## config.mk

```make
export PLATFORM = sky130hd
export DESIGN_NAME = pet_state_ctrl
export DESIGN_NICKNAME = d
export VERILOG_FILES = /design/src/rtl/pet_state_ctrl.sv
export SDC_FILE = /design/constraint.sdc
export NUM_CORES = 1
export LEC_CHECK = 0
export ABC_AREA = 1
export ABC_CLOCK_PERIOD_IN_PS = 1500
export CAP_MARGIN = 20
export CORE_ASPECT_RATIO = 1.2
export CORE_MARGIN = 3
export CORE_UTILIZATION = 44
export CTS_BUF_LIST = sky130_fd_sc_hd__clkbuf_4 sky130_fd_sc_hd__clkbuf_8
export DETAILED_ROUTE_END_ITERATION = 6
export GPL_ROUTABILITY_DRIVEN = 0
export MAX_ROUTING_LAYER = met4
export PLACE_DENSITY = 0.7
export REMOVE_ABC_BUFFERS = 1
export SLEW_MARGIN = 20
export SYNTH_ARGS = -nofsm -noshare
export SYNTH_HDL_FRONTEND = slang
export SYNTH_SLANG_ARGS = --single-unit
```

## constraint.sdc

```tcl
create_clock -name clock -period 1.5 [get_ports clock]
set_input_delay 0.15 -clock clock [delete_from_list [all_inputs] [get_ports clock]]
set_output_delay 0.15 -clock clock [all_outputs]
set_load 0.01 [all_outputs]
```

## src/rtl/pet_state_ctrl.sv

```systemverilog
// Pet life-cycle controller: debounces the play/feed buttons, generates the
// animation tick and drives health/timer/play for the display path.
module pet_state_ctrl #(
    parameter int DEBOUNCE_CYCLES = 1_000_000,
    parameter int TICK_CYCLES     = 25_000_000,
    parameter int DECAY_TICKS     = 20,
    parameter int PLAY_TICKS      = 6
) (
    input  logic       clock,
    input  logic       Reset,
    input  logic       btn_play,
    input  logic       btn_feed,
    output logic [1:0] health,
    output logic       timer,
    output logic       play
);

    localparam int DW = (DEBOUNCE_CYCLES > 1) ? $clog2(DEBOUNCE_CYCLES) : 1;
    localparam int TW = (TICK_CYCLES > 1) ? $clog2(TICK_CYCLES) : 1;
    localparam int CW = (DECAY_TICKS > 1) ? $clog2(DECAY_TICKS) : 1;
    localparam int PW = (PLAY_TICKS > 1) ? $clog2(PLAY_TICKS) : 1;

    typedef enum logic [1:0] {
        ALIVE = 2'd0,
        PLAY  = 2'd1,
        DEAD  = 2'd2
    } state_e;

    // Index 0 is the play button, index 1 the feed button.
    logic [1:0]    sync1_q, sync2_q;
    logic [1:0]    lvl_q, lvl_d;
    logic [1:0]    press_q, press_d;
    logic [DW-1:0] db_cnt_q [2];
    logic [DW-1:0] db_cnt_d [2];

    logic [TW-1:0] tick_cnt_q, tick_cnt_d;
    logic          tick;
    logic          timer_q, timer_d;

    state_e        state_q, state_d;
    logic [1:0]    health_q, health_d;
    logic [CW-1:0] decay_q, decay_d;
    logic [PW-1:0] pcnt_q, pcnt_d;
    logic          play_q, play_d;

    logic          press_play, press_feed;
    logic          dec_hit, play_end;

    always_ff @(posedge clock or negedge Reset) begin
        if (!Reset) begin
            sync1_q     <= 2'b11;
            sync2_q     <= 2'b11;
            lvl_q       <= 2'b11;
            press_q     <= 2'b00;
            db_cnt_q[0] <= '0;
            db_cnt_q[1] <= '0;
            tick_cnt_q  <= '0;
            timer_q     <= 1'b0;
            state_q     <= ALIVE;
            health_q    <= 2'd3;
            decay_q     <= '0;
            pcnt_q      <= '0;
            play_q      <= 1'b0;
        end else begin
            sync1_q     <= {btn_feed, btn_play};
            sync2_q     <= sync1_q;
            lvl_q       <= lvl_d;
            press_q     <= press_d;
            db_cnt_q[0] <= db_cnt_d[0];
            db_cnt_q[1] <= db_cnt_d[1];
            tick_cnt_q  <= tick_cnt_d;
            timer_q     <= timer_d;
            state_q     <= state_d;
            health_q    <= health_d;
            decay_q     <= decay_d;
            pcnt_q      <= pcnt_d;
            play_q      <= play_d;
        end
    end

    // Level flips only after a full run of disagreeing samples.
    always_comb begin
        lvl_d   = lvl_q;
        press_d = 2'b00;
        for (int i = 0; i < 2; i++) begin
            db_cnt_d[i] = '0;
            if (sync2_q[i] != lvl_q[i]) begin
                if (db_cnt_q[i] == DW'(DEBOUNCE_CYCLES - 1)) begin
                    lvl_d[i]   = sync2_q[i];
                    press_d[i] = ~sync2_q[i];
                end else begin
                    db_cnt_d[i] = db_cnt_q[i] + 1'b1;
                end
            end
        end
    end

    always_comb begin
        tick       = (tick_cnt_q == TW'(TICK_CYCLES - 1));
        tick_cnt_d = tick ? '0 : tick_cnt_q + 1'b1;
    end

    assign press_play = press_q[0];
    assign press_feed = press_q[1];
    assign dec_hit    = tick && (decay_q == CW'(DECAY_TICKS - 1));
    assign play_end   = tick && (pcnt_q == PW'(PLAY_TICKS - 1));

    always_comb begin
        state_d  = state_q;
        health_d = health_q;
        decay_d  = decay_q;
        pcnt_d   = pcnt_q;
        unique case (state_q)
            ALIVE: begin
                if (tick) decay_d = dec_hit ? '0 : decay_q + 1'b1;
                if (dec_hit) begin
                    health_d = (health_q == 2'd0) ? 2'd0 : health_q - 2'd1;
                end
                if (dec_hit && health_q <= 2'd1) begin
                    state_d = DEAD;
                end else if (press_play) begin
                    state_d = PLAY;
                    pcnt_d  = '0;
                end
            end
            PLAY: begin
                if (tick) pcnt_d = play_end ? '0 : pcnt_q + 1'b1;
                if (play_end) begin
                    health_d = (health_q == 2'd3) ? 2'd3 : health_q + 2'd1;
                    state_d  = ALIVE;
                end
            end
            DEAD: begin
                health_d = 2'd0;
            end
            default: begin
                state_d = ALIVE;
            end
        endcase
        // Feed wins over decay and drops a same-cycle play request.
        if (press_feed) begin
            health_d = 2'd3;
            decay_d  = '0;
            if (state_q != PLAY) begin
                state_d = ALIVE;
                pcnt_d  = pcnt_q;
            end
        end
    end

    always_comb begin
        play_d  = (state_d == PLAY);
        timer_d = tick ? ~timer_q : timer_q;
    end

    assign health = health_q;
    assign timer  = timer_q;
    assign play   = play_q;

endmodule
```

# Word level (Yosys, flattened, before mapping)
# Cells that the tools add are included.
[word_totals]
reg_bits = 87
inputBits = 4
output_inout_bits = 4
word_cells = 84
[op_classes]
add_sub_neg = 7
n_lt_le_gt_ge = 1
eq_ne = 15
muxes = 32
bitwise_logic = 3
n_reduce_logical = 12
[ops]
columns = ["operator", "n"]
rows = [
  ["$mux 20", 4],
  ["$add 20x1->20 const B", 2],
  ["$eq 20x20->1 const B", 2],
  ["$add 25x1->25 const B", 1],
  ["$eq 25x25->1 const B", 1],
  ["$mux 25", 1],
  ["$mux 2", 10],
  ["$mux 5", 4],
  ["$mux 3", 6],
  ["$pmux 2 s3", 2],
  ["$ne 3x3->1 const B", 2],
  ["$pmux 3 s2", 1],
  ["$reduce_and 2->1", 3],
  ["$add 5x1->5 const B", 1],
  ["$eq 5x5->1 const B", 1],
  ["$eq 2x1->1 const B", 2],
  ["$eq 2x2->1 const B", 2],
  ["$logic_not 2->1", 2],
  ["$mux 1", 4],
  ["$reduce_bool 2->1", 2],
  ["$reduce_bool 4->1", 1],
  ["$add 3x1->3 const B", 1],
  ["$eq 3x3->1 const B", 1],
  ["$logic_and 1x1->1", 3],
  ["8 further kinds", 11],
]

# Depth between registers and ports, before layout
[depth]
word_depth = 8
mapped_depth = 11
depth_no_buf = 11

# Least setup slack after synthesis
# No wires, ideal clock.
[synth_path]
path_kind = "register -> register"
startpoint = "register tick_cnt_q[0]"
endpoint = "register pcnt_q[2]"
setup_time_ns = 0.118
arrival_time_ns = 1.472
t_required_ns = 1.382
path_slack_ns = -0.090
stages_incl_launch_ff = 11
n_path_buf = 0
period_less_slack_ns = 1.590
path_cell_list = "dfrtp_1 ha_1 nand2_2 nor2_8 nand2_4 nor2_4 nand2_4 a21oi_4 nand2_2 nand2_1 o21ai_2"
[synth_between]
elab_chain_len = 7
elab_cells_between_ends = 10
cone_classes = "eq/ne: 1; mux: 6; reduce/logical: 3"
[synth_rtl]
columns = ["element", "line_no", "source"]
rows = [
  ["start: declaration", "36", "logic [TW-1:0] tick_cnt_q, tick_cnt_d;"],
  ["start signal: assignment", "71", "tick_cnt_q <= tick_cnt_d;"],
  ["$eq 25x25->1 (*)", "99", "tick = (tick_cnt_q == TW'(TICK_CYCLES - 1));"],
  ["$logic_and 1x1->1, on equally long branches", "106, 105", ""],
  ["$mux 3 or $logic_and 1x1->1 (tied branches)", "127, 119", ""],
  ["$mux 3, on equally long branches", "127, 119", ""],
  ["$pmux 3 s2 (*)", "113", "unique case (state_q)"],
  ["$mux 3", "144", "if (state_q != PLAY) begin"],
  ["$mux 3 (*)", "141", "if (press_feed) begin"],
  ["end signal: assignment", "76", "pcnt_q <= pcnt_d;"],
  ["end: declaration", "43", "logic [PW-1:0] pcnt_q, pcnt_d;"],
]
# Mark *: on every way between the ends. The rest lies on a longest branch, timed or not. The select of a mux whose other input is x is not followed.
# A chain may end at the register's enable or synchronous reset.

# Worst setup path after layout
[layout_path]
startpoint = "register tick_cnt_q[8]"
endpoint = "register pcnt_q[2]"
# The elaborated chain is that of the path after synthesis.

==> impl_metrics.csv <==
group,metric,value,unit
min_path,hold_depth,1,
placement,io_buffers,7,
routing,drt_iter0_drc,193,
setup_path,r2r_end,"pcnt_q[2]$_DFFE_PN0P_",
clock_network,root_buffer,"clkbuf_8",
setup_path,cpMaxStageDelayCell,"dfrtp_1",
power_and_ir_drop,p_leak,3.22,nW
timing,period_needed,1.66,ns
clock_network,clock_sinks,87,
clock_network,cts_inserted_buffers,9,
status,failed_checks,"setup timing",
synth,async_flop_share,100,%
routing,postRouteAntennaNets,0,
setup_path,path_class,"reg2reg",
setup_path,reg2reg_depth,10,
grt,overflow,0,
routing,drc,0,
die,start_util,45.3,%
routing,num_vias,4404,
min_path,min_to,"sync1_q[0]$_DFF_PN1_",
routing,wirelength,11700,um
layout,final_cell_mix,"nand2_1 (90), inv_1 (79), buf_4 (77), dfrtp_1 (76), nor2_1 (53)",
routing,firstDrtPassIters,5,
timing,worstMarginPinSlew,0.413,ns
setup_path,path_cells,"inv_2 > nand2_2 > nor2_4 > nand2_2 > nor2_4 > nand2_4 > a21oi_4 > nand2_4 > nand2_2 > o21ai_2",
synth,synth_edf_count,0,
grt,gr-usage-all-layers,18.8,%
layout,fin_util,61.3,%
layout,layoutNonFillerInstCount,883,
grt,grt_pass1_wl,19000,um
die,die_area,12700,um2
power_and_ir_drop,p_per_area,641,nW/um2
synth,ys_seq_area_share,43.5,%
setup_path,required,1.74,ns
routing,via_per_inst,4.99,
timing,max_slew_margin,72.3,%
timing,grt_setup_unrepaired,"yes",
status,status,"complete, but fails checks",
grt,grt_max_degree,24,
grt,grt_pass1_vias,4251,
clock_network,ctsHtreeMaxLevel,3,
setup_path,rrSetupSlack,-0.16,ns
synth,yosysWarnings,0,
setup_path,reg2reg_from,"tick_cnt_q[8]$_DFF_PN0_",
die,die_h,123,um
synth,synth.avg_cell_area,8.15,um2
clock_network,cts_max_path_buffers,2,
timing,post-route-period-util,111,%
synth,syn_area,5020,um2
clock_network,insertion_delay,0.36,ns
timing,fin_ws,-0.158,ns
die,die_w,104,um
run,cap_violations,0,
timing,setup_tns,-2.55,ns
clock_network,cts.clk_slew.worst_paths,0.09,ns
layout,final_common_cell,"nand2_1",
timing,hold_viol_final,0,
setup_path,worst_setup_path_end_kind,"flop",
layout,n_antenna_cell,0,
layout,drive_above_1_share,39.5,%
layout,final_nets,740,
timing,report.final.slew_viol_count,0,
setup_path,worstPathArrival,1.90,ns
setup_path,worstSetupStartpointType,"flop",
power_and_ir_drop,vdd_drop_max,0.488,mV
synth,synthCells,616,
synth,synth.distinct_cells,45,
synth,synth-seq-cells,87,
die,rows,42,
timing,skew,0.0126,ns
setup_path,critPathMaxFanout,4,
setup_path,cpMostUsedCell,"nand2_2",
timing,finalSetupViolCount,42,
layout,area_growth,35.3,%
placement,placed_cells,843,
min_path,hp-start,"btn_play",
synth,ys.flop_type,"dfrtp_1",
die,ios,8,
power_and_ir_drop,finalPower,0.00435,W
timing,max_freq,603,MHz
placement,dpl.hpwl,8220,um
die,core,11100,um2
setup_path,critPathMaxStageDelay,0.43,ns
routing,post_drt_wl_per_cell,13.3,um
grt,antenna_found_initial,0,
min_path,hold_class,"in2reg",
clock_network,cts_tree,"built",
metal layers:
| layer | wire length (um) | track usage, % |
|---|---|---|
| met2 | 6250 | 33.1 |
| met3 | 347 | 3.60 |
| met1 | 4930 | 21.7 |
| met5 | 0 | - |
| met4 | 217 | 6.73 |
cell type report:
cell class,instances,area (um2)
inverters,96,373
clock buffers,11,139
clock inverters,4,72.6
fillers,877,4290
well taps,154,193
repair buffers,102,866
multi-input cells,429,2960
flip-flops and latches,87,2190
cells in the mapped netlist (all sizes together), types with 3 or more instances:
master | count | area share, %
a21oi | 19 | 2.1
buf | 4 | 0.40
dfrtp | 79 | 39
dfstp | 8 | 4.2
ha | 11 | 2.7
inv | 95 | 7.1
nand2 | 129 | 11
nand3 | 41 | 5.4
nand3b | 4 | 0.60
nand4 | 24 | 3.3
nor2 | 101 | 9.3
nor3 | 28 | 3.6
nor4 | 3 | 0.80
o21ai | 19 | 2.0
or2 | 3 | 0.37
xnor2 | 7 | 1.2
xor2 | 28 | 4.9
stage by stage:
stage | instance area (um2) | setup WS, ns | hold slack [ns]
finish | 6800 | -0.158 | 0.193
global route | 6800 | -0.251 | 0.178
CTS | 6230 | -0.0909 | 0.171
detailed placement | 5810 | -0.137 | 0.0783
global placement | 5810 | -0.0734 | 0.0778
floorplan | 5000 | -0.127 | -0.146
power by group:
group          internal (W)  switching [W]  total, W
clock              0.000965       0.000834   0.00180
combinational     0.0000730       0.000103  0.000176
sequential          0.00237      0.0000138   0.00238
state kept, by name, summed over array words and instances (netlist names), 3 cells and up:
signal	cells
tick_cnt_q	25
pcnt_q	3
db_cnt_q	40
decay_q	5
timing repair:
item	4_1_cts	5_1_grt
setup buffers	8	17
gates resized for setup	49	127
hold endpoints to repair	58	0
hold buffers	1	0
endpoints found under the setup margin	63	73
pin swaps	25	46
how the worst max path moves through the flow:
| stage | start | end | slack (ns) | cells past startpoint |
|---|---|---|---|---|
| 4_1_cts | tick_cnt_q[1]$_DFF_PN0_ | pcnt_q[1]$_DFFE_PN0P_ | -0.09 | 10 |
| 2_1_floorplan | state_q[0]$_DFF_PN0_ | pcnt_q[2]$_DFFE_PN0P_ | -0.13 | 8 |
| 5_1_grt | tick_cnt_q[8]$_DFF_PN0_ | pcnt_q[1]$_DFFE_PN0P_ | -0.25 | 10 |
| 3_3_place_gp | db_cnt_q[0]$_DFF_PN0_ | db_cnt_q[18]$_DFF_PN0_ | -0.07 | 8 |
| 6_report | tick_cnt_q[8]$_DFF_PN0_ | pcnt_q[2]$_DFFE_PN0P_ | -0.16 | 10 |
| 3_5_place_dp | tick_cnt_q[1]$_DFF_PN0_ | pcnt_q[1]$_DFFE_PN0P_ | -0.14 | 10 |
worst max-delay path: cells and delay by family (launching register included):
kind            cells  cell delay (ns)
compound gates      2             0.26
simple gates        7             0.74
flops               1             0.43
buf+inv             1             0.11
cell families (layout without fill, tap and decap cells):
family / Yosys count / in the layout / synth area share [%]
DFF: 87 / 87 / 43.5
xor gates and xnor gates: 35 / 35 / 6.10
and+or+nand+nor: 335 / 335 / 34.2
AOI/OAI and AO/OA: 48 / 48 / 5.81
adders and majority gates: 11 / 11 / 2.74
buffers and inverters: 100 / 213 / 7.57
No activity file was read; power rests on OpenSTA's default activity.
